## config.mk

```make
export PLATFORM = sky130hd
export DESIGN_NAME = mmio_uart_tx
export DESIGN_NICKNAME = d
export VERILOG_FILES = /design/src/rtl/mcu_pkg.sv /design/src/rtl/sync_fifo.sv /design/src/rtl/mmio_uart_tx.sv
export SDC_FILE = /design/constraint.sdc
export NUM_CORES = 1
export LEC_CHECK = 0
export CORE_UTILIZATION = 40
export DETAILED_ROUTE_END_ITERATION = 12
export GPL_TIMING_DRIVEN = 0
export PLACE_DENSITY_LB_ADDON = 0.08
export SYNTH_ARGS = -nofsm -noshare
export SYNTH_HDL_FRONTEND = slang
export SYNTH_SLANG_ARGS = --single-unit
```

## constraint.sdc

```tcl
create_clock -name clk -period 7.38 [get_ports clk]
set_input_delay 0.738 -clock clk [delete_from_list [all_inputs] [get_ports clk]]
set_output_delay 0.738 -clock clk [all_outputs]
set_load 0.01 [all_outputs]
```

## src/rtl/mcu_pkg.sv

```systemverilog
// Shared definitions for scm_mcu peripherals: UART register map, STATUS layout
// and the transmit shifter state encoding.
package mcu_pkg;

  localparam logic [1:0] UART_TXDATA_OFS = 2'd0;
  localparam logic [1:0] UART_STATUS_OFS = 2'd1;

  localparam int UART_ST_FULL      = 0;
  localparam int UART_ST_EMPTY     = 1;
  localparam int UART_ST_BUSY      = 2;
  localparam int UART_ST_OVF       = 3;
  localparam int UART_ST_COUNT_LSB = 8;

  typedef enum logic [1:0] {
    UART_IDLE  = 2'd0,
    UART_START = 2'd1,
    UART_DATA  = 2'd2,
    UART_STOP  = 2'd3
  } uart_state_e;

  // Count is passed zero-extended; bits above the real count width stay zero.
  function automatic logic [31:0] uart_status_word(input logic        full,
                                                   input logic        empty,
                                                   input logic        busy,
                                                   input logic        ovf,
                                                   input logic [15:0] count);
    logic [31:0] word;
    word                              = '0;
    word[UART_ST_FULL]                = full;
    word[UART_ST_EMPTY]               = empty;
    word[UART_ST_BUSY]                = busy;
    word[UART_ST_OVF]                 = ovf;
    word[UART_ST_COUNT_LSB +: 16]     = count;
    return word;
  endfunction

endpackage

```

## src/rtl/sync_fifo.sv

```systemverilog
// Single-clock FIFO with an explicit occupancy counter; full/empty come from
// the counter so pointers may wrap freely. Shared by the UART TX and future RX.
module sync_fifo #(
  parameter int unsigned WIDTH = 8,
  parameter int unsigned DEPTH = 8
) (
  input  logic                     clk,
  input  logic                     rst_n,
  input  logic                     push_i,
  input  logic                     pop_i,
  input  logic [WIDTH-1:0]         wdata_i,
  output logic [WIDTH-1:0]         rdata_o,
  output logic                     full_o,
  output logic                     empty_o,
  output logic [$clog2(DEPTH):0]   count_o
);

  localparam int unsigned AW = $clog2(DEPTH);
  localparam logic [AW:0] FULL_CNT = (AW+1)'(DEPTH);

  logic [WIDTH-1:0] mem_q [DEPTH];
  logic [AW-1:0]    wr_ptr_q, wr_ptr_d;
  logic [AW-1:0]    rd_ptr_q, rd_ptr_d;
  logic [AW:0]      count_q, count_d;
  logic             do_push, do_pop;

  assign full_o  = (count_q == FULL_CNT);
  assign empty_o = (count_q == '0);
  assign count_o = count_q;
  assign rdata_o = mem_q[rd_ptr_q];

  // Fullness is judged on the registered count, so a same-cycle pop never
  // makes room for a push into a full FIFO.
  assign do_push = push_i & ~full_o;
  assign do_pop  = pop_i & ~empty_o;

  always_comb begin
    wr_ptr_d = wr_ptr_q;
    rd_ptr_d = rd_ptr_q;
    count_d  = count_q;
    if (do_push) wr_ptr_d = wr_ptr_q + 1'b1;
    if (do_pop)  rd_ptr_d = rd_ptr_q + 1'b1;
    if (do_push && !do_pop)      count_d = count_q + 1'b1;
    else if (do_pop && !do_push) count_d = count_q - 1'b1;
  end

  always_ff @(posedge clk or negedge rst_n) begin
    if (!rst_n) begin
      wr_ptr_q <= '0;
      rd_ptr_q <= '0;
      count_q  <= '0;
    end else begin
      wr_ptr_q <= wr_ptr_d;
      rd_ptr_q <= rd_ptr_d;
      count_q  <= count_d;
    end
  end

  always_ff @(posedge clk) begin
    if (do_push) mem_q[wr_ptr_q] <= wdata_i;
  end

endmodule

```

## src/rtl/mmio_uart_tx.sv

```systemverilog
// Memory-mapped 8N1 UART transmitter on the scm_mcu data port: window decode,
// STATUS read mux, sticky overflow, baud counter and the frame shifter.
//   state | meaning
//   IDLE  | line high, waiting for a queued byte
//   START | start bit (low) for CLK_DIV cycles
//   DATA  | 8 data bits, LSB first
//   STOP  | stop bit (high); pops the next byte straight into START
module mmio_uart_tx
  import mcu_pkg::*;
#(
  parameter logic [31:0] BASE_ADDR  = 32'h0000_0400,
  parameter int unsigned CLK_DIV    = 868,
  parameter int unsigned FIFO_DEPTH = 8
) (
  input  logic        clk,
  input  logic        rst,
  input  logic [31:0] A_dm,
  input  logic [31:0] write_data_dm,
  input  logic        we_dm,
  output logic        hit,
  output logic [31:0] rd_data,
  output logic        tx,
  output logic        irq_empty
);

  localparam int unsigned CW   = (CLK_DIV > 1) ? $clog2(CLK_DIV) : 1;
  localparam int unsigned CNTW = $clog2(FIFO_DEPTH) + 1;
  localparam logic [CW-1:0] BAUD_LAST = CW'(CLK_DIV - 1);

  logic [1:0]      ofs;
  logic            wr_txdata, wr_status;
  logic            fifo_full, fifo_empty, fifo_pop;
  logic [7:0]      fifo_rdata;
  logic [CNTW-1:0] fifo_count;
  logic            push_ok;
  logic            bit_end;
  logic            overflow_q, overflow_d;
  logic [31:0]     status_word;
  logic            unused_bits;

  uart_state_e     state_q;
  logic [CW-1:0]   baud_q;
  logic [2:0]      bit_idx_q;
  logic [7:0]      shift_q;
  logic            tx_q;
  logic            irq_empty_q;

  assign unused_bits = ^{A_dm[1:0], write_data_dm[31:8]};

  assign hit       = (A_dm[31:4] == BASE_ADDR[31:4]);
  assign ofs       = A_dm[3:2];
  assign wr_txdata = hit & we_dm & (ofs == UART_TXDATA_OFS);
  assign wr_status = hit & we_dm & (ofs == UART_STATUS_OFS);
  assign push_ok   = wr_txdata & ~fifo_full;
  assign bit_end   = (baud_q == BAUD_LAST);

  // The shifter takes a byte whenever it is free to start a frame: from IDLE
  // at once, or at the end of a stop bit so frames run back to back.
  assign fifo_pop = ~fifo_empty &
                    ((state_q == UART_IDLE) || ((state_q == UART_STOP) && bit_end));

  sync_fifo #(
    .WIDTH (8),
    .DEPTH (FIFO_DEPTH)
  ) u_fifo (
    .clk     (clk),
    .rst_n   (rst),
    .push_i  (wr_txdata),
    .pop_i   (fifo_pop),
    .wdata_i (write_data_dm[7:0]),
    .rdata_o (fifo_rdata),
    .full_o  (fifo_full),
    .empty_o (fifo_empty),
    .count_o (fifo_count)
  );

  always_comb begin
    overflow_d = overflow_q;
    if (wr_txdata && fifo_full)                         overflow_d = 1'b1;
    else if (wr_status && write_data_dm[UART_ST_OVF])   overflow_d = 1'b0;
  end

  always_ff @(posedge clk or negedge rst) begin
    if (!rst) overflow_q <= 1'b0;
    else      overflow_q <= overflow_d;
  end

  always_comb begin
    status_word = uart_status_word(fifo_full, fifo_empty, (state_q != UART_IDLE),
                                   overflow_q, 16'(fifo_count));
    rd_data = '0;
    if (hit && (ofs == UART_STATUS_OFS)) rd_data = status_word;
  end

  always_ff @(posedge clk or negedge rst) begin
    if (!rst) begin
      state_q     <= UART_IDLE;
      baud_q      <= '0;
      bit_idx_q   <= '0;
      shift_q     <= '0;
      tx_q        <= 1'b1;
      irq_empty_q <= 1'b1;
    end else begin
      // An accepted push outranks entering IDLE in the same cycle.
      if (push_ok)
        irq_empty_q <= 1'b0;
      else if ((state_q == UART_STOP) && bit_end && fifo_empty)
        irq_empty_q <= 1'b1;

      case (state_q)
        UART_IDLE: begin
          baud_q <= '0;
          if (!fifo_empty) begin
            shift_q <= fifo_rdata;
            state_q <= UART_START;
            tx_q    <= 1'b0;
          end
        end
        UART_START: begin
          if (bit_end) begin
            baud_q    <= '0;
            bit_idx_q <= '0;
            state_q   <= UART_DATA;
            tx_q      <= shift_q[0];
          end else begin
            baud_q <= baud_q + 1'b1;
          end
        end
        UART_DATA: begin
          if (bit_end) begin
            baud_q <= '0;
            if (bit_idx_q == 3'd7) begin
              state_q <= UART_STOP;
              tx_q    <= 1'b1;
            end else begin
              shift_q   <= {1'b0, shift_q[7:1]};
              tx_q      <= shift_q[1];
              bit_idx_q <= bit_idx_q + 3'd1;
            end
          end else begin
            baud_q <= baud_q + 1'b1;
          end
        end
        UART_STOP: begin
          if (bit_end) begin
            baud_q <= '0;
            if (!fifo_empty) begin
              shift_q <= fifo_rdata;
              state_q <= UART_START;
              tx_q    <= 1'b0;
            end else begin
              state_q <= UART_IDLE;
              tx_q    <= 1'b1;
            end
          end else begin
            baud_q <= baud_q + 1'b1;
          end
        end
        default: begin
          state_q <= UART_IDLE;
          baud_q  <= '0;
          tx_q    <= 1'b1;
        end
      endcase
    end
  end

  assign tx        = tx_q;
  assign irq_empty = irq_empty_q;

endmodule

```

Word-level counts from Yosys, hierarchy flattened
Memory sizes are Yosys's and may differ from the RTL's.
Cells that the tools add are included.
Cells by class
  add/sub/neg operators: 6
  eq/ne operators: 14
  mux-type cells: 34
  bitwise operators: 8
  reduce and logical (&&, ||, !) cells: 24
Operators with widths (count)
  $mux 8: 4
  $eq 28x7->1 const B: 1
  $pmux 8 s3: 1
  $pmux 10 s2: 1
  $mux 1: 13
  $mux 12: 1
  $ne 2x2->1 const B: 6
  $reduce_and 4->1: 3
  $add 10x1->10 const B: 1
  $eq 10x10->1 const B: 1
  $mux 10: 1
  $mux 2: 5
  $reduce_bool 2->1: 5
  $add 3x1->3 const B: 3
  $mux 3: 3
  $mux 4: 2
  $pmux 2 s4: 1
  $logic_and 1x1->1: 7
  $and 1x1->1: 6
  $pmux 3 s2: 1
  $reduce_and 5->1: 1
  $add 4x1->4 const B: 1
  $eq 2x1->1 const B: 2
  $eq 2x2->1 const B: 2
  11 further kinds: 14
Word-level totals
  flip-flop bits (word level): 36
  memory bits (writable): 64
  input bits: 67
  output and inout bits: 35
  word-level logic and storage cells: 97
  memories kept: 1
Memories
  u_fifo.mem_q: words 8, bits a word 8, read ports 1, clocked after memory_dff 0, wr ports 1, RTL line sync_fifo.sv:21  | logic [WIDTH-1:0] mem_q [DEPTH];

Logic depth before layout (Yosys ltp)
Gate-level depths: netlist (run 1).
  depth in word-level cells: 8
  mapped depth: 13
  gate-level depth less buffers: 13

Modules after synthesis
Synthesis (run 1) repeated with hierarchy kept, for this count alone.
Unflattened totals
  cell total of the unflattened synthesis: 340
  area total of the unflattened synthesis: 5002.3 um^2
Modules (own cells, without submodules)
  sync_fifo: instances 1, cells each 157, area an instance 3133.0 um^2, seq. area each 2172.1 um^2
  mmio_uart_tx: instances 1, cells each 183, area an instance 1869.3 um^2, seq. area each 653.1 um^2

Least setup slack after synthesis (run 1)
OpenSTA, ideal clock, no wires.
  kind: input port to flip-flop
  start point: input A_dm[5]
  end point: register u_fifo.count_q[3], in the netlist u_fifo.count_o[3]
  setup time: 0.128 ns
  data arrival time: 2.890 ns
  required time: 7.252 ns
  setup slack: 4.361 ns
  stages on the path: 13
  buffers on the path: 0
  cells stage by stage: nor4b_1 > nand4_1 > nor3_1 > nand3_1 > inv_1 > ha_1 > inv_1 > ha_1 > a21o_1 > a21oi_1 > xnor2_1 > nor2_1 > xor2_1
On the way
  longest elaborated chain between the ends: 7
  elaborated cells on any way between the ends: 9
  classes of those cells: eq/ne (1); mux (1); bitwise (3); reduce/logical (4)
Ends and longest elaborated chain
  start, declared: RTL line mmio_uart_tx.sv:17  | input logic [31:0] A_dm,
  $eq 28x7->1 *: RTL line mmio_uart_tx.sv:50  | assign hit = (A_dm[31:4] == BASE_ADDR[31:4]);
  $and 1x1->1 * (2 in a row): RTL line mmio_uart_tx.sv:52  | assign wr_txdata = hit & we_dm & (ofs == UART_TXDATA_OFS);
  $and 1x1->1 *
  net push_ok: RTL line mmio_uart_tx.sv:35  | logic push_ok;
  $logic_not 1->1: RTL line sync_fifo.sv:44  | else if (do_pop && !do_push) count_d = count_q - 1'b1;
  $logic_and 1x1->1: RTL line sync_fifo.sv:44
  $reduce_bool 2->1 (no line)
  end signal, assigned: RTL line sync_fifo.sv:55  | count_q <= count_d;
  end, declared: RTL line sync_fifo.sv:24  | logic [AW:0] count_q, count_d;
The timed path passes the listed nets; every way through them passes the cells marked *.
A chain may end at the register's enable or synchronous reset.

Worst setup path after layout (run 1)
  start point: input A_dm[5]
  end point: output rd_data[0]
On the way
  longest elaborated chain between the ends: 3
Ends and longest elaborated chain
  $eq 28x7->1: RTL line mmio_uart_tx.sv:50
  $logic_and 1x1->1: RTL line mmio_uart_tx.sv:92  | if (hit && (ofs == UART_STATUS_OFS)) rd_data = status_word;
  $mux 12: RTL line mmio_uart_tx.sv:92
  end, declared: RTL line mmio_uart_tx.sv:21  | output logic [31:0] rd_data,
Every way passes these cells.

==> reports/results.ini, run 1 <==
[outcome]
status=finished clean

[setup_path]
cp_data_arrival_time_ns=3.20
slowest_delay_ns=0.54
crit_top_cell=clkdlybuf4s50_1
crit_chain=clkdlybuf4s50_1, nor4b_1, nand4_1, nor3_1, clkbuf_1, and2_1, and3_1, clkdlybuf4s50_1
critical-path-slowest-cell=clkdlybuf4s50_1
worstPathRequired_ns=6.64
path_class=primary input to output pin
end_kind=output pin
cp-start-kind=primary input
cp_max_fo=10

[cells_and_area]
final_cells=559
area_growth_pct=24.9
utilization_pct=51.2
fin_nets=492
num_antenna_cells=0
design_area_um2=5850
drive_above_1_share_pct=20.2

[global_routing]
antenna_found_initial=0
grt_pass1_vias=2690
overflow=0
grt_max_degree=37
grt_first_pass_wirelength_mm=14.4
grt_use_total_pct=16.6

[detailed_routing]
first_pass_iters=4
vias=2767
viasPerCell=4.95
drt-total-wl_mm=9.08
wl_per_cell_um=16.2
drc_errors=0
postRouteAntennaNets=0
drtIter0Drc=173

[clock_network]
clkLatencyLatePin_ns=0.35
cts_root_buf=clkbuf_16
post_cts_resized=0
tritoncts=done
clock-sinks=100
ctsHoldBuffers=0
clk_path_buf_depth=2
cts.clk_slew.worst_paths_ns=0.06
post_cts_buffers=0
h-tree-depth=3
cts_buffers=9

[sta]
fin_ws_ns=3.44
hold_slack_ns=0.471
max_slew_margin_pct=35.4
slew_viol_final=0
rsz0062_at_grt=false
tightest_slew_ns=0.966
final.setup.tns_ns=0
min_period_ns=3.94
clock_skew_ns=0.00941
finalSetupViolCount=0
fmax_ghz=0.254
finalHoldViolations=0
timing.final.crit_share_pct=53.4

[floorplan]
num_io_pins=102
die_h_um=110
initial_utilization_pct=41.0
core_area_um2=11400
die_w_um=110
die-area_um2=12200
fp-row-count=39

[logic_synthesis]
yosysWarnings=0
synth_top_flop_cell=edfxtp_1
synth_area_per_cell_um2=14.4
synth_top_area_share_pct=41.0
synth_area_leaders=edfxtp_1 (41%), dfrtp_1 (18%), mux4_2 (7.7%), buf_4 (3.8%), ha_1 (3.5%)
synth_edf_count=64
synthCells=325
seq_area_frac_synth_pct=60.3
synth_cell_type_count=47
synth-seq-cells=100
netlist_area_um2=4690
async_flop_share_pct=36.0
yosys.area.top_type=edfxtp_1

[place]
place_area_um2=5490
dpl.cell_count=543
portBuffers=51
finalWeightedCongestion=0.711
dp_hpwl_mm=6.42
pre_cts_slack_ns=3.46

[min_path]
min_path_type=flip-flop to flip-flop

[power]
p_per_area_nw_per_um2=204
total_leakage_power_nw=2.21
peakVddDrop_mv=0.213
power_mw=1.20

[run]
timing.max_cap.violations=0

## synthesized netlist by cell type, types with 3 or more instances
cell and number:
nor2_1 21, inv_1 7, xor2_1 6, mux2i_1 8
dfrtp_1 34, a22o_1 5, o21ai_0 10, buf_4 24
nand2b_1 3, a21oi_1 3, mux2_2 11, mux4_2 16
edfxtp_1 64, and3_1 10, nand3_1 5, clkbuf_1 6
nand2_1 15, ha_1 13, nor4_1 7, xnor2_1 10
nand4_1 5, nor3_1 8
## worst max-delay path, delay by kind of cell
family	cells	cell delay [ns]
buf+inv	3	1.28
simple gates	5	1.19
## cells by family (layout without fill, tap and decap cells)
family	after synthesis	count (layout)	share of synthesized area, %
AND/OR/NAND/NOR	85	85	10.1
buffers and inverters	41	109	5.26
adder cells (fa/ha/maj)	14	14	3.90
flip-flops	100	100	60.3
XOR/XNOR	16	16	2.99
AO/OA/AOI/OAI	33	33	5.37
other	1	24	0.0800
multiplexers	35	35	12.0
## placed cells by master (no fill, tap or decap), types with 11 or more instances in the layout
cell             synthesis  layout
clkdlybuf4s50_1          0      50
ha_1                    13      13
dfrtp_1                 34      34
conb_1                   1      24
buf_4                   24      25
nor2_1                  21      21
nand2_1                 15      15
mux4_2                  16      16
mux2_2                  11      11
edfxtp_1                64      64
## flip-flops by register name, indices dropped and copies added (netlist names)
signal and count:
tx 1, u_fifo.mem_q 64, irq_empty 1, shift_q 8, u_fifo.wr_ptr_q 3, overflow_q 1
baud_q 10, bit_idx_q 3, u_fifo.count_o 4, u_fifo.rd_ptr_q 3, state_q 2
## area by class of cell
cell class                      instances  area, um2
Clock inverter                          7        135
Sequential cell                       100       2830
Multi-Input combinational cell        207       1730
Timing Repair Buffer                   52        513
Buffer                                 34        220
Fill cell                             993       5570
Inverter                                7       26.3
Tap cell                              143        179
Clock buffer                            9        225
## report_power, final
part	internal [mW]	leakage (nW)	switching [mW]	total [mW]
registers	0.596	1.02	0.00000000380	0.596
clock network	0.338	0.174	0.216	0.553
logic	0.0270	1.02	0.0191	0.0461
## final timing paths
| kind | from | depth (start not counted) | to | slack [ns] |
|---|---|---|---|---|
| worst max-delay path | A_dm[5] | 8 | rd_data[0] | 3.44 |
| worst min-delay path | tx$_DFFE_PN1P_ | 2 | tx$_DFFE_PN1P_ | 0.47 |
| worst max register to register | u_fifo.count_o[0]$_DFFE_PN0P_ | 12 | u_fifo.count_o[3]$_DFFE_PN0P_ | 4.39 |
| worst min register to register | tx$_DFFE_PN1P_ | 2 | tx$_DFFE_PN1P_ | 0.47 |
| max in group asynchronous | rst | 1 | u_fifo.wr_ptr_q[1]$_DFFE_PN0P_ | 6.36 |
| min in group asynchronous | rst | 1 | u_fifo.count_o[3]$_DFFE_PN0P_ | 0.49 |
## per-layer routing
| layer | vias to the layer above | GRT usage (%) | share of wire [%] |
|---|---|---|---|
| met1 | 1355 | 21.3 | 48 |
| met5 | - | 0 | 0 |
| met4 | 0 | 6.11 | 1.6 |
| met2 | 45 | 26.7 | 47 |
| li1 | 1353 | - | - |
| met3 | 14 | 4.70 | 3.1 |
Power figures use the tool's default switching activity.
==> run 2, diff against run 1 <==
Clock period 7.38 ns to 3.39 ns, I/O delays scaled along.
==> reports/results.ini, run 2 (same netlist as run 1, synthesis figures left out) <==
[place]
portBuffers=51
place_area_um2=5490
finalWeightedCongestion=0.711
dp_hpwl_mm=6.42
pre_cts_slack_ns=-0.124
dpl.cell_count=543

[clock_network]
tritoncts=done
post_cts_buffers=0
h-tree-depth=3
clock-sinks=100
cts.clk_slew.worst_paths_ns=0.07
cts_buffers=9
clk_path_buf_depth=2
cts_root_buf=clkbuf_16
clkLatencyLatePin_ns=0.35

[detailed_routing]
wl_per_cell_um=16.2
postRouteAntennaNets=0
drt-total-wl_mm=9.08
viasPerCell=4.95
drtIter0Drc=176
first_pass_iters=4
drc_errors=0
vias=2766

[cells_and_area]
fin_nets=492
fillers=992
final_cell_mix=edfxtp_1 (64), clkdlybuf4s50_1 (50), dfrtp_1 (34)
drive_above_1_share_pct=20.4
num_antenna_cells=0
reg.largest.list=u_fifo.mem_q x64, baud_q x10, shift_q x8
layout_commonest_cell=edfxtp_1
largest_register_ff_count=64
area_growth_pct=25.0
top_register=u_fifo.mem_q
final_cells=559
design_area_um2=5860

[sta]
final.setup.tns_ns=0
rsz0062_at_grt=false
clock_skew_ns=0.00943
finalSetupViolCount=0
fin_ws_ns=0.203
slew_viol_final=0
min_period_ns=3.19
finalHoldViolations=0
fmax_ghz=0.314
tightest_slew_ns=0.966
max_slew_margin_pct=35.4
timing.final.crit_share_pct=94.0
hold_slack_ns=0.0933

[setup_path]
cp_data_arrival_time_ns=2.85
cp_max_fo=10
worst-path-buf-inv=3
worstPathRequired_ns=3.05
slowest_delay_ns=0.54
crit_top_cell=clkdlybuf4s50_1
critical_path.top_delay_family=buffers and inverters
timing.reg2reg.setup_slack_ns=0.53
critical-path-slowest-cell=clkdlybuf4s50_1
end_kind=output pin
timing.rr.start=u_fifo.count_o[0]$_DFFE_PN0P_
cp-start-kind=primary input
path_class=primary input to output pin
crit_chain=clkdlybuf4s50_1, nor4b_1, nand4_1, nor3_1, clkbuf_1, and2_1, and3_1, clkdlybuf4s50_1
rr_worst_depth=12
reg2reg_to=u_fifo.count_o[3]$_DFFE_PN0P_

[run]
timing.max_cap.violations=0

[floorplan]
core_area_um2=11400
initial_utilization_pct=41.0
fp-row-count=39
num_io_pins=102
die_h_um=110
die_w_um=110
die-area_um2=12200

[global_routing]
grt_busiest_layer=met2
overflow=0
grt_use_total_pct=16.6
grt_first_pass_wirelength_mm=14.4
grt_max_degree=37
met2_usage_pct=26.7
grt_pass1_vias=2690
grtUsageMet3_pct=4.70
antenna_found_initial=0
grt_use_met1_pct=21.3

[power]
total_leakage_power_nw=2.21
p_per_area_nw_per_um2=445
peakVddDrop_mv=0.463

[outcome]
status=finished clean

[min_path]
min_path_type=primary input to async pin

==> run 2: cell counts in the layout (fill, tap and decap cells not counted) <==
Identical to the previous run, type by type.
==> run 2: per-stage QoR <==
stage	util [%]	power, mW
2_1_floorplan	-	1.36
3_3_place_gp	47.8	1.42
3_5_place_dp	48.0	1.42
4_1_cts	51.2	2.63
5_1_grt	51.3	2.69
6_report	51.3	2.60
==> run 2: metal layers <==
layer,share of wire [%],routed length [um]
met5,0,0
met3,3.1,278
met2,47,4300
met1,48,4360
met4,1.6,142
==> run 2: power by group <==
group | internal [mW] | switching [mW]
logic | 0.0588 | 0.0418
registers | 1.30 | 0.00000000826
clock network | 0.735 | 0.470
total | 2.09 | 0.511
==> run 2: how the worst max path moves through the flow <==
stage | startpoint | end | cells past startpoint
after detailed placement | A_dm[5] | u_fifo.mem_q[6][5]$_DFFE_PP_ | 6
after CTS | A_dm[5] | u_fifo.mem_q[6][0]$_DFFE_PP_ | 6
after global routing | A_dm[4] | rd_data[0] | 8
after floorplan | A_dm[5] | u_fifo.count_o[3]$_DFFE_PN0P_ | 13
final | A_dm[5] | rd_data[0] | 8
after global placement | A_dm[5] | u_fifo.mem_q[0][5]$_DFFE_PP_ | 6
==> run 2: worst register-to-register path, cell delays in order, from the launching register on <==
cell and delay [ns]:
dfrtp_1 0.48, nor3_1 0.44, a21oi_1 0.20, nand3_2 0.20
inv_1 0.13, ha_1 0.24, inv_1 0.12, ha_1 0.24
a21o_1 0.17, a21oi_1 0.17, xnor2_1 0.14, nor2_1 0.07
xor2_1 0.14
==> run 2: final cells by class <==
cell class	count	area [um2]	share of cell area, %
tap	143	179	3.05
clock inverter	7	135	2.31
sequential	100	2830	48.2
multi-input combinational	207	1730	29.6
buffer	34	220	3.76
inverter	7	26.3	0.449
clock buffer	9	225	3.85
timing repair buffer	52	513	8.76
==> run 2: repair_timing <==
item	CTS	global route
gates resized for setup	0	1
setup endpoints to repair	0	1
hold buffers	0	0
hold endpoints to repair	0	0
==> run 3, diff against run 2 <==
Settings changed: CORE_MARGIN set to 4.
==> reports/results.ini, run 3 (same netlist as run 1, synthesis figures left out) <==
[cells_and_area]
final_cells=559
regArea_um2=2830
fin_nets=492
multi_input_area_um2=1730
final_cell_mix=edfxtp_1 (64), clkdlybuf4s50_1 (50), dfrtp_1 (34)
top_register=u_fifo.mem_q
drive_above_1_share_pct=20.0
fillers=962
layout_commonest_cell=edfxtp_1
utilization_pct=50.4
reg.largest.list=u_fifo.mem_q x64, baud_q x10, shift_q x8
area_growth_pct=23.3
num_antenna_cells=0
largest_register_ff_count=64

[clock_network]
cts.clk_slew.worst_paths_ns=0.07
clkLatencyLatePin_ns=0.35
h-tree-depth=3
clk_path_buf_depth=2
post_cts_buffers=0
tritoncts=done
clock-sinks=100
cts_buffers=9
cts_root_buf=clkbuf_16

[detailed_routing]
first_pass_iters=4
drtIter0Drc=191
drc_errors=0
wl_per_cell_um=16.5
viasPerCell=4.90
drt-total-wl_mm=9.23
postRouteAntennaNets=0
vias=2741

[place]
portBuffers=51
finalWeightedCongestion=0.711
pre_cts_slack_ns=-0.104
dpl.cell_count=543
dp_hpwl_mm=6.48

[sta]
fin_ws_ns=0.209
min_period_ns=3.18
clock_skew_ns=0.00748
max_slew_margin_pct=37.6
tightest_slew_ns=0.932
slew_viol_final=0
finalHoldViolations=0
finalSetupViolCount=0
timing.final.crit_share_pct=93.8
fmax_ghz=0.314
rsz0062_at_grt=false

[run]
timing.max_cap.violations=0

[floorplan]
fp-row-count=39
initial_utilization_pct=40.9
die_h_um=116
num_io_pins=102
die_w_um=116
core_area_um2=11500
die-area_um2=13500

[power]
power_mw=2.39
peakVddDrop_mv=0.246
p_per_area_nw_per_um2=414
total_leakage_power_nw=2.18

[setup_path]
slowest_delay_ns=0.54
end_kind=output pin
reg2reg_to=u_fifo.count_o[3]$_DFFE_PN0P_
cp-start-kind=primary input
path_class=primary input to output pin
critical-path-slowest-cell=clkdlybuf4s50_1
timing.reg2reg.setup_slack_ns=0.49
cp_max_fo=10
cp_data_arrival_time_ns=2.84
rr_worst_depth=12
worstPathRequired_ns=3.05
timing.rr.start=u_fifo.count_o[0]$_DFFE_PN0P_
crit_top_cell=clkdlybuf4s50_1
crit_chain=clkdlybuf4s50_1, nor4_1, nand4_1, nor3_1, clkbuf_1, and2_1, and3_1, clkdlybuf4s50_1

[global_routing]
grt_use_total_pct=14.9
overflow=0
grt_first_pass_wirelength_mm=15.2
antenna_found_initial=0
grt_pass1_vias=2791
grt_max_degree=37

[min_path]
min_path_type=primary input to async pin

[outcome]
status=finished clean

-- run 3: cell types whose count changed in the layout (fill, tap and decap cells not counted), sizes merged --
cell,before,now
bufinv,3,0
inv,8,11
clkbuf,15,16
clkinv,3,2
-- run 3: worst max path at each step --
| stage | endpoint | from | slack, ns | cells past startpoint |
|---|---|---|---|---|
| floorplan | u_fifo.count_o[3]$_DFFE_PN0P_ | A_dm[5] | 0.77 | 13 |
| global placement | u_fifo.mem_q[0][5]$_DFFE_PP_ | A_dm[13] | -0.58 | 6 |
| detailed placement | u_fifo.mem_q[6][7]$_DFFE_PP_ | A_dm[13] | -0.10 | 6 |
| CTS | u_fifo.count_o[3]$_DFFE_PN0P_ | A_dm[13] | 0.25 | 14 |
| global route | rd_data[2] | A_dm[13] | 0.02 | 8 |
| finish | rd_data[0] | A_dm[13] | 0.21 | 8 |
-- run 3: worst max-delay path, delay by kind of cell --
kind	cells	cell delay, ns
and+or+nand+nor	5	1.22
buffers and inverters	3	1.29
-- run 3: routing by layer --
layer | track usage, % | wire length, um | vias up
met3 | 3.06 | 300 | 10
met2 | 23.5 | 4570 | 42
met1 | 20.6 | 4240 | 1334
li1 | - | - | 1355
met4 | 5.18 | 119 | 0
met5 | 0 | 0 | -
-- run 3: repair_timing --
item / 4_1_cts / 5_1_grt
setup endpoints to repair: 0 / 1
hold buffers: 0 / 0
resized for setup: 0 / 1
-- run 3: stage by stage --
step | TNS [ns] | hold slack [ns] | area (um2)
after global routing | 0 | 0.170 | 5780
after floorplan | 0 | 0.0434 | 4770
after detailed placement | -0.925 | 0.465 | 5490
final | 0 | 0.0989 | 5780
after global placement | -9.37 | 0.463 | 5460
after CTS | 0 | 0.122 | 5770
-- run 3: where the power goes --
part           internal (mW)  switching (mW)  leakage, nW
clock                  0.516           0.477        0.140
sequential              1.30   0.00000000855         1.02
combinational         0.0588          0.0421         1.02
total                   1.87           0.519         2.18
-- run 3: area by class of cell --
class,count,share of cell area (%)
tap,143,3.10
sequential,100,48.9
clock inverter,6,0.952
multi-input combinational,207,30.0
timing repair buffer,52,8.87
inverter,7,0.455
buffer,34,3.81
clock buffer,10,3.96
